**src/rtl/key_debounce_bank.sv**
```systemverilog
// N-channel debouncer: 2-flop sync, shared sample tick, per-channel stability counter, press/release pulses.
// Define DEBOUNCE_REPEAT_EN for hold-to-repeat presses; 'release' is a reserved word, so that port is release_pulse.
module key_debounce_bank #(
    parameter int CHANNELS       = 5,
    parameter int SAMPLE_DIV     = 12500,
    parameter int STABLE_SAMPLES = 4,
    parameter int REPEAT_DELAY   = 20,
    parameter int REPEAT_RATE    = 5
) (
    input  logic                clk,
    input  logic                rst,
    input  logic [CHANNELS-1:0] raw,
    output logic [CHANNELS-1:0] level,
    output logic [CHANNELS-1:0] press,
    output logic [CHANNELS-1:0] release_pulse
);

    localparam int TW = $clog2(SAMPLE_DIV + 1);
    localparam int SW = $clog2(STABLE_SAMPLES + 1);
    localparam logic [TW-1:0] TICK_LAST = TW'(SAMPLE_DIV);
    localparam logic [SW-1:0] STAB_LAST = SW'(STABLE_SAMPLES - 1);

    if (SAMPLE_DIV < 1 || STABLE_SAMPLES < 1 || REPEAT_DELAY < 1 || REPEAT_RATE < 1) begin : g_cfg_check
        $error("key_debounce_bank: SAMPLE_DIV, STABLE_SAMPLES, REPEAT_DELAY and REPEAT_RATE must be >= 1");
    end

    logic [TW-1:0]       tick_q, tick_d;
    logic                tick;
    logic [CHANNELS-1:0] sync1_q, sync1_d;
    logic [CHANNELS-1:0] sync2_q, sync2_d;
    logic [CHANNELS-1:0] level_q, level_d;
    logic [CHANNELS-1:0] press_q, press_d;
    logic [CHANNELS-1:0] rel_q, rel_d;
    logic [SW-1:0]       stab_q [CHANNELS];
    logic [SW-1:0]       stab_d [CHANNELS];

`ifdef DEBOUNCE_REPEAT_EN
    localparam int HW = $clog2(REPEAT_DELAY + REPEAT_RATE + 1);
    localparam logic [HW-1:0] HOLD_PRE    = HW'(REPEAT_DELAY - 1);
    localparam logic [HW-1:0] HOLD_RELOAD = HW'(REPEAT_DELAY - REPEAT_RATE);

    logic [HW-1:0] hold_q [CHANNELS];
    logic [HW-1:0] hold_d [CHANNELS];
`endif

    always_comb begin
        tick    = (tick_q == TICK_LAST);
        tick_d  = tick ? '0 : tick_q + 1'b1;
        sync1_d = raw;
        sync2_d = sync1_q;
    end

    // NOTE: every signal gets a default at the top of the block so no path leaves it unassigned (no latches).
    always_comb begin
        level_d = level_q;
        press_d = '0;
        rel_d   = '0;
        for (int i = 0; i < CHANNELS; i++) begin
            stab_d[i] = stab_q[i];
            if (tick) begin
                if (sync2_q[i] == level_q[i]) begin
                    stab_d[i] = '0;
                end else if (stab_q[i] == STAB_LAST) begin
                    level_d[i] = ~level_q[i];
                    stab_d[i]  = '0;
                end else begin
                    stab_d[i] = stab_q[i] + 1'b1;
                end
            end
            press_d[i] = level_d[i] & ~level_q[i];
            rel_d[i]   = ~level_d[i] & level_q[i];
`ifdef DEBOUNCE_REPEAT_EN
            // Hold count restarts from 0 at the rise; a falling tick clears it without firing.
            hold_d[i] = hold_q[i];
            if (!level_q[i]) begin
                hold_d[i] = '0;
            end else if (tick) begin
                if (!level_d[i]) begin
                    hold_d[i] = '0;
                end else if (hold_q[i] == HOLD_PRE) begin
                    press_d[i] = 1'b1;
                    hold_d[i]  = HOLD_RELOAD;
                end else begin
                    hold_d[i] = hold_q[i] + 1'b1;
                end
            end
`endif
        end
    end

    // NOTE: the per-channel counter arrays are reset too, since a stale count would shorten the first debounce.
    always_ff @(posedge clk or posedge rst) begin
        if (rst) begin
            tick_q  <= '0;
            sync1_q <= '0;
            sync2_q <= '0;
            level_q <= '0;
            press_q <= '0;
            rel_q   <= '0;
            for (int i = 0; i < CHANNELS; i++) begin
                stab_q[i] <= '0;
`ifdef DEBOUNCE_REPEAT_EN
                hold_q[i] <= '0;
`endif
            end
        end else begin
            // NOTE: non-blocking updates so every flop samples the pre-edge values of the others.
            tick_q  <= tick_d;
            sync1_q <= sync1_d;
            sync2_q <= sync2_d;
            level_q <= level_d;
            press_q <= press_d;
            rel_q   <= rel_d;
            for (int i = 0; i < CHANNELS; i++) begin
                stab_q[i] <= stab_d[i];
`ifdef DEBOUNCE_REPEAT_EN
                hold_q[i] <= hold_d[i];
`endif
            end
        end
    end

    assign level         = level_q;
    assign press         = press_q;
    assign release_pulse = rel_q;

endmodule

```
**config.mk**
```make
export PLATFORM = sky130hd
export DESIGN_NAME = key_debounce_bank
export DESIGN_NICKNAME = d
export VERILOG_FILES = /design/src/rtl/key_debounce_bank.sv
export SDC_FILE = /design/constraint.sdc
export NUM_CORES = 1
export LEC_CHECK = 0
export CORE_UTILIZATION = 38
export CTS_CLUSTER_DIAMETER = 50
export DETAILED_ROUTE_END_ITERATION = 10
export DONT_BUFFER_PORTS = 1
export GPL_ROUTABILITY_DRIVEN = 0
export PLACE_DENSITY = 0.52
export SYNTH_ARGS = -nofsm -noshare
export SYNTH_HDL_FRONTEND = slang
export SYNTH_SLANG_ARGS = --single-unit
export TNS_END_PERCENT = 100
```
**constraint.sdc**
```tcl
create_clock -name clk -period 2.1 [get_ports clk]
set_clock_uncertainty 0.1 [all_clocks]
set_input_delay 0.63 -clock clk [delete_from_list [all_inputs] [get_ports clk]]
set_output_delay 0.63 -clock clk [all_outputs]
set_load 0.005 [all_outputs]
```
Yosys cells after proc, flatten, opt, wreduce, memory -nomap -nowiden. Cells that the tools add are included.

Add/sub/neg operators: 6. Equality and inequality tests: 11. Muxes and demuxes: 26. Bitwise operators: 20.

Operators by type and width (number): $mux 3 (10); $add 3x1->3 const B (5); $eq 3x2->1 const B (5); $mux 1 (15); $add 14x1->14 const B (1); $eq 14x14->1 const B (1); $mux 14 (1); $and 1x1->1 (10); $not 1->1 (10); $eq 1x1->1 (5).

Bits in registers: 54. Output and inout port bits: 15.

Logic depth before layout (Yosys ltp).
Word-level depth: 6. Mapped depth: 8. Gate-level depth less buffers: 6.

Worst setup path after synthesis. No wires, ideal clock.

Path kind: register -> register. Start point: reg tick_q[0]. End point: reg level_q[3] (netlist: level[3]). Library setup time: 0.125 ns. Arrival: 1.440 ns. Slack: 0.435 ns. Stages on the path, launching flop included: 7. Buffers on the path: 0. Period minus slack after synthesis: 1.665 ns. Path through: dfrtp_1 -> inv_1 -> ha_1 -> and4bb_2 -> nand4_4 -> nor2_1 -> mux2_2.

Longest elaborated chain between the ends: 2.

RTL lines: from (decl) (RTL line 27) `logic [TW-1:0] tick_q, tick_d;`; from (signal assigned) (RTL line 108) `tick_q <= tick_d;`; $eq 14x14->1 (RTL line 47) `tick = (tick_q == TICK_LAST);`; $mux 1 (RTL line 60) `if (tick) begin`; net level_d[3] (RTL line 31) `logic [CHANNELS-1:0] level_q, level_d;`; to (signal assigned) (RTL line 111) `level_q <= level_d;`; to (decl) (RTL line 31).

The timed path passes the listed nets, and every way through them passes these cells. A chain may end at the register's enable or synchronous reset.

Worst setup path after layout.
Start point: reg tick_q[0]. End point: reg rel_q[4] (netlist: release_pulse[4]).

Longest elaborated chain between the ends: 4.

RTL lines: $eq 14x14->1 (RTL line 47); $mux 1 (RTL line 60); $not 1->1 (RTL line 71) `rel_d[i] = ~level_d[i] & level_q[i];`; $and 1x1->1 (RTL line 71); net rel_d[4] (RTL line 33) `logic [CHANNELS-1:0] rel_q, rel_d;`; to (signal assigned) (RTL line 113) `rel_q <= rel_d;`; to (decl) (RTL line 33).

The timed path passes the listed nets, and every way through them passes these cells.

==> impl_metrics.yaml <==
status:
  outcome: "finished clean"
worst_setup_path:
  cp_top_family: "simple AND/OR/NAND/NOR gates"
  critPathLaunch: "tick_q[0]$_DFF_PP0_"
  cp_data_required_time_ns: 2.19
  cp_slowest_cell: "dfrtp_1"
  cp_max_fo: 35
  rrSetupSlack_ns: 0.28
  end_kind: "flop"
  crit_buf_inv: 2
  worstSetupStartpointType: "flop"
  endpoint: "release_pulse[4]$_DFF_PP0_"
  cpPeakStageDelay_ns: 0.43
  timing.rr.end: "release_pulse[4]$_DFF_PP0_"
  crit_chain: "inv_1 > ha_1 > and4bb_2 > nand4_4 > buf_4 > nor4b_1"
  worstReg2RegStart: "tick_q[0]$_DFF_PP0_"
  ff2ff_path_depth: 6
  worst-path-stages: 6
  arrival_ns: 1.91
  crit_type: "flop to flop"
synthesis:
  synth.cell_area_um2: 2280
  synth.top_cell.area_share_pct: 59.3
  synth_area_leaders: "dfrtp_1, nand2_1, xnor2_1, ha_1, nor2_1"
  synth_compound_gate_area_share_pct: 5.05
  syn-instance-count: 202
  ys.flop_type: "dfrtp_1"
  synth_cell_types: 33
  synth_xor_area_share_pct: 6.15
  async_flop_share_pct: 100
  synth_top_family_by_area: "simple AND/OR/NAND/NOR gates"
  synth_seq_cells: 54
  yosys.area_share.simple_pct: 20.7
  synth.yosys.seq_area_share_pct: 59.3
  yosysTopAreaCell: "dfrtp_1"
  synth_nets: 216
  synthAdderAreaFrac_pct: 3.84
  synth.avg_cell_area_um2: 11.3
  synth_warnings: 0
  synthMuxAreaShare_pct: 0.494
  synth_edf_count: 0
flow_run:
  maxCapViolCount: 0
global_route:
  grt_max_degree: 46
  antenna_found_initial: 0
  track_usage_pct: 13.6
  grt_first_pass_wirelength_um: 6530
  grt_overflow: 0
  grt_pass1_vias: 1500
routing:
  drcViolationCount: 0
  first_iter_violations: 53
  post_drt_via_cell_ratio: 5.02
  routed_wl_um: 3750
  firstDrtPassIters: 4
  final_antenna_net_count: 0
  wire_per_inst_um: 13.3
  vias: 1410
hold_path:
  hp-class: "input port to asynchronous set/reset pin"
timing:
  maxSlewHeadroom_pct: 76.6
  hold_ws_ns: 0.0214
  fmax_mhz: 550
  rsz0062_at_grt: "no"
  final_hold_viol_count: 0
  worstMarginPinSlew_ns: 0.351
  setup_violations: 0
  slew_violations: 0
  timing.final.crit_share_pct: 86.6
  period_needed_ns: 1.82
  fin_tns_setup_ns: 0
clock_network:
  cts_root_buffer: "clkbuf_8"
  h-tree-depth: 2
  cts.sinks: 54
  cts_setup_buffers: 0
  cts_max_path_buffers: 2
  clkTransAtPathRegs_ns: 0.09
  cts_made_buffers: 5
  clk_latency_ns: 0.30
  cts_tree: "done"
  ctsResizeCount: 0
  cts_hold_buf: 0
die:
  fp-row-count: 27
  core-area_um2: 5640
  dieArea_um2: 6310
  die_w_um: 79.4
  io_pins: 22
  start_util_pct: 40.4
  die_h_um: 79.4
pwr:
  p_leak_nw: 1.16
  power.density_nw_per_um2: 718
  peakVddDrop_mv: 0.318
final_layout:
  fin_nets: 222
  syn_to_final_growth_pct: 8.35
  antenna_cells: 0
  fillCellCount: 525
  final_common_cell: "dfrtp_1"
  mostFrequentLayoutCells: "dfrtp_1, nand2_1, nor2_1"
  drive_above_1_share_pct: 8.61
place:
  numPortBuffers: 0
  dpl.hpwl_um: 2590
==> synthesized netlist by cell type (all sizes together) (5+ instances only) <==
cell type,instances
nor4,5
inv,13
o21ai,9
nand2,27
dfrtp,54
xor2,5
nor2,21
ha,7
nand3,9
xnor2,11
nor4b,6
a21oi,5
==> stage by stage <==
| stage | setup slack [ns] | total power, W | util, % | cells | instance area (um^2) |
|---|---|---|---|---|---|
| after global placement | 0.377 | 0.00111 | 41.8 | 273 | 2360 |
| after floorplan | 0.0554 | 0.00110 | - | 202 | 2280 |
| after global routing | 0.169 | 0.00185 | 43.8 | 281 | 2470 |
| final | 0.281 | 0.00177 | 43.8 | 281 | 2470 |
| after detailed placement | 0.277 | 0.00112 | 41.8 | 273 | 2360 |
| after CTS | 0.256 | 0.00180 | 43.8 | 281 | 2470 |
==> layout make-up <==
class / count / area [um^2] / share of cell area, %
inverters: 13 / 48.8 / 1.98
clock inverters: 2 / 37.5 / 1.52
repair buffers: 4 / 42.5 / 1.72
flip-flops and latches: 54 / 1350 / 54.7
multi-input cells: 130 / 826 / 33.5
clock buffers: 6 / 72.6 / 2.94
well taps: 72 / 90.1 / 3.65
==> worst reg2reg max path: stages (launching register included) <==
cell,delay [ns]
dfrtp_1,0.43
inv_1,0.07
ha_1,0.15
and4bb_2,0.27
nand4_4,0.08
buf_4,0.26
nor4b_1,0.35
==> where the power goes <==
group | internal [W] | total [W] | switching [W] | leakage [nW]
Sequential | 0.00105 | 0.00105 | 0.00000578 | 0.717
Combinational | 0.00000986 | 0.0000382 | 0.0000284 | 0.396
Clock | 0.000356 | 0.000679 | 0.000323 | 0.0514
Total | 0.00141 | 0.00177 | 0.000357 | 1.16
==> cells by family (layout without fill, tap and decap cells) <==
logic type,count (synthesis),count (layout)
AND/OR/NAND/NOR,86,86
XOR/XNOR,16,16
multiplexers,1,1
AO/OA/AOI/OAI,20,20
flip-flops,54,54
adder cells (fa/ha/maj),7,7
buffers and inverters,18,25
==> sequential cells by signal, summed over array words and instances, names as in the netlist <==
register and count:
stab_q 15, tick_q 14, press 5, sync1_q 5
level 5, release_pulse 5, sync2_q 5
==> worst min path at each step <==
stage | from | end | slack, ns
after floorplan | sync1_q[0]$_DFF_PP0_ | sync2_q[0]$_DFF_PP0_ | 0.23
after global placement | sync1_q[3]$_DFF_PP0_ | sync2_q[3]$_DFF_PP0_ | 0.23
after detailed placement | sync1_q[2]$_DFF_PP0_ | sync2_q[2]$_DFF_PP0_ | 0.24
after CTS | rst | tick_q[9]$_DFF_PP0_ | 0.02
after global routing | rst | press[0]$_DFF_PP0_ | 0.01
final | rst | press[0]$_DFF_PP0_ | 0.02
==> layer usage <==
metal	part of all wire [%]	GRT usage [%]
met5	0	0
met4	1.4	5.45
met1	46	15.9
met3	3.8	4.23
met2	49	22.9
Note: power is estimated with default switching activity, not from simulation.
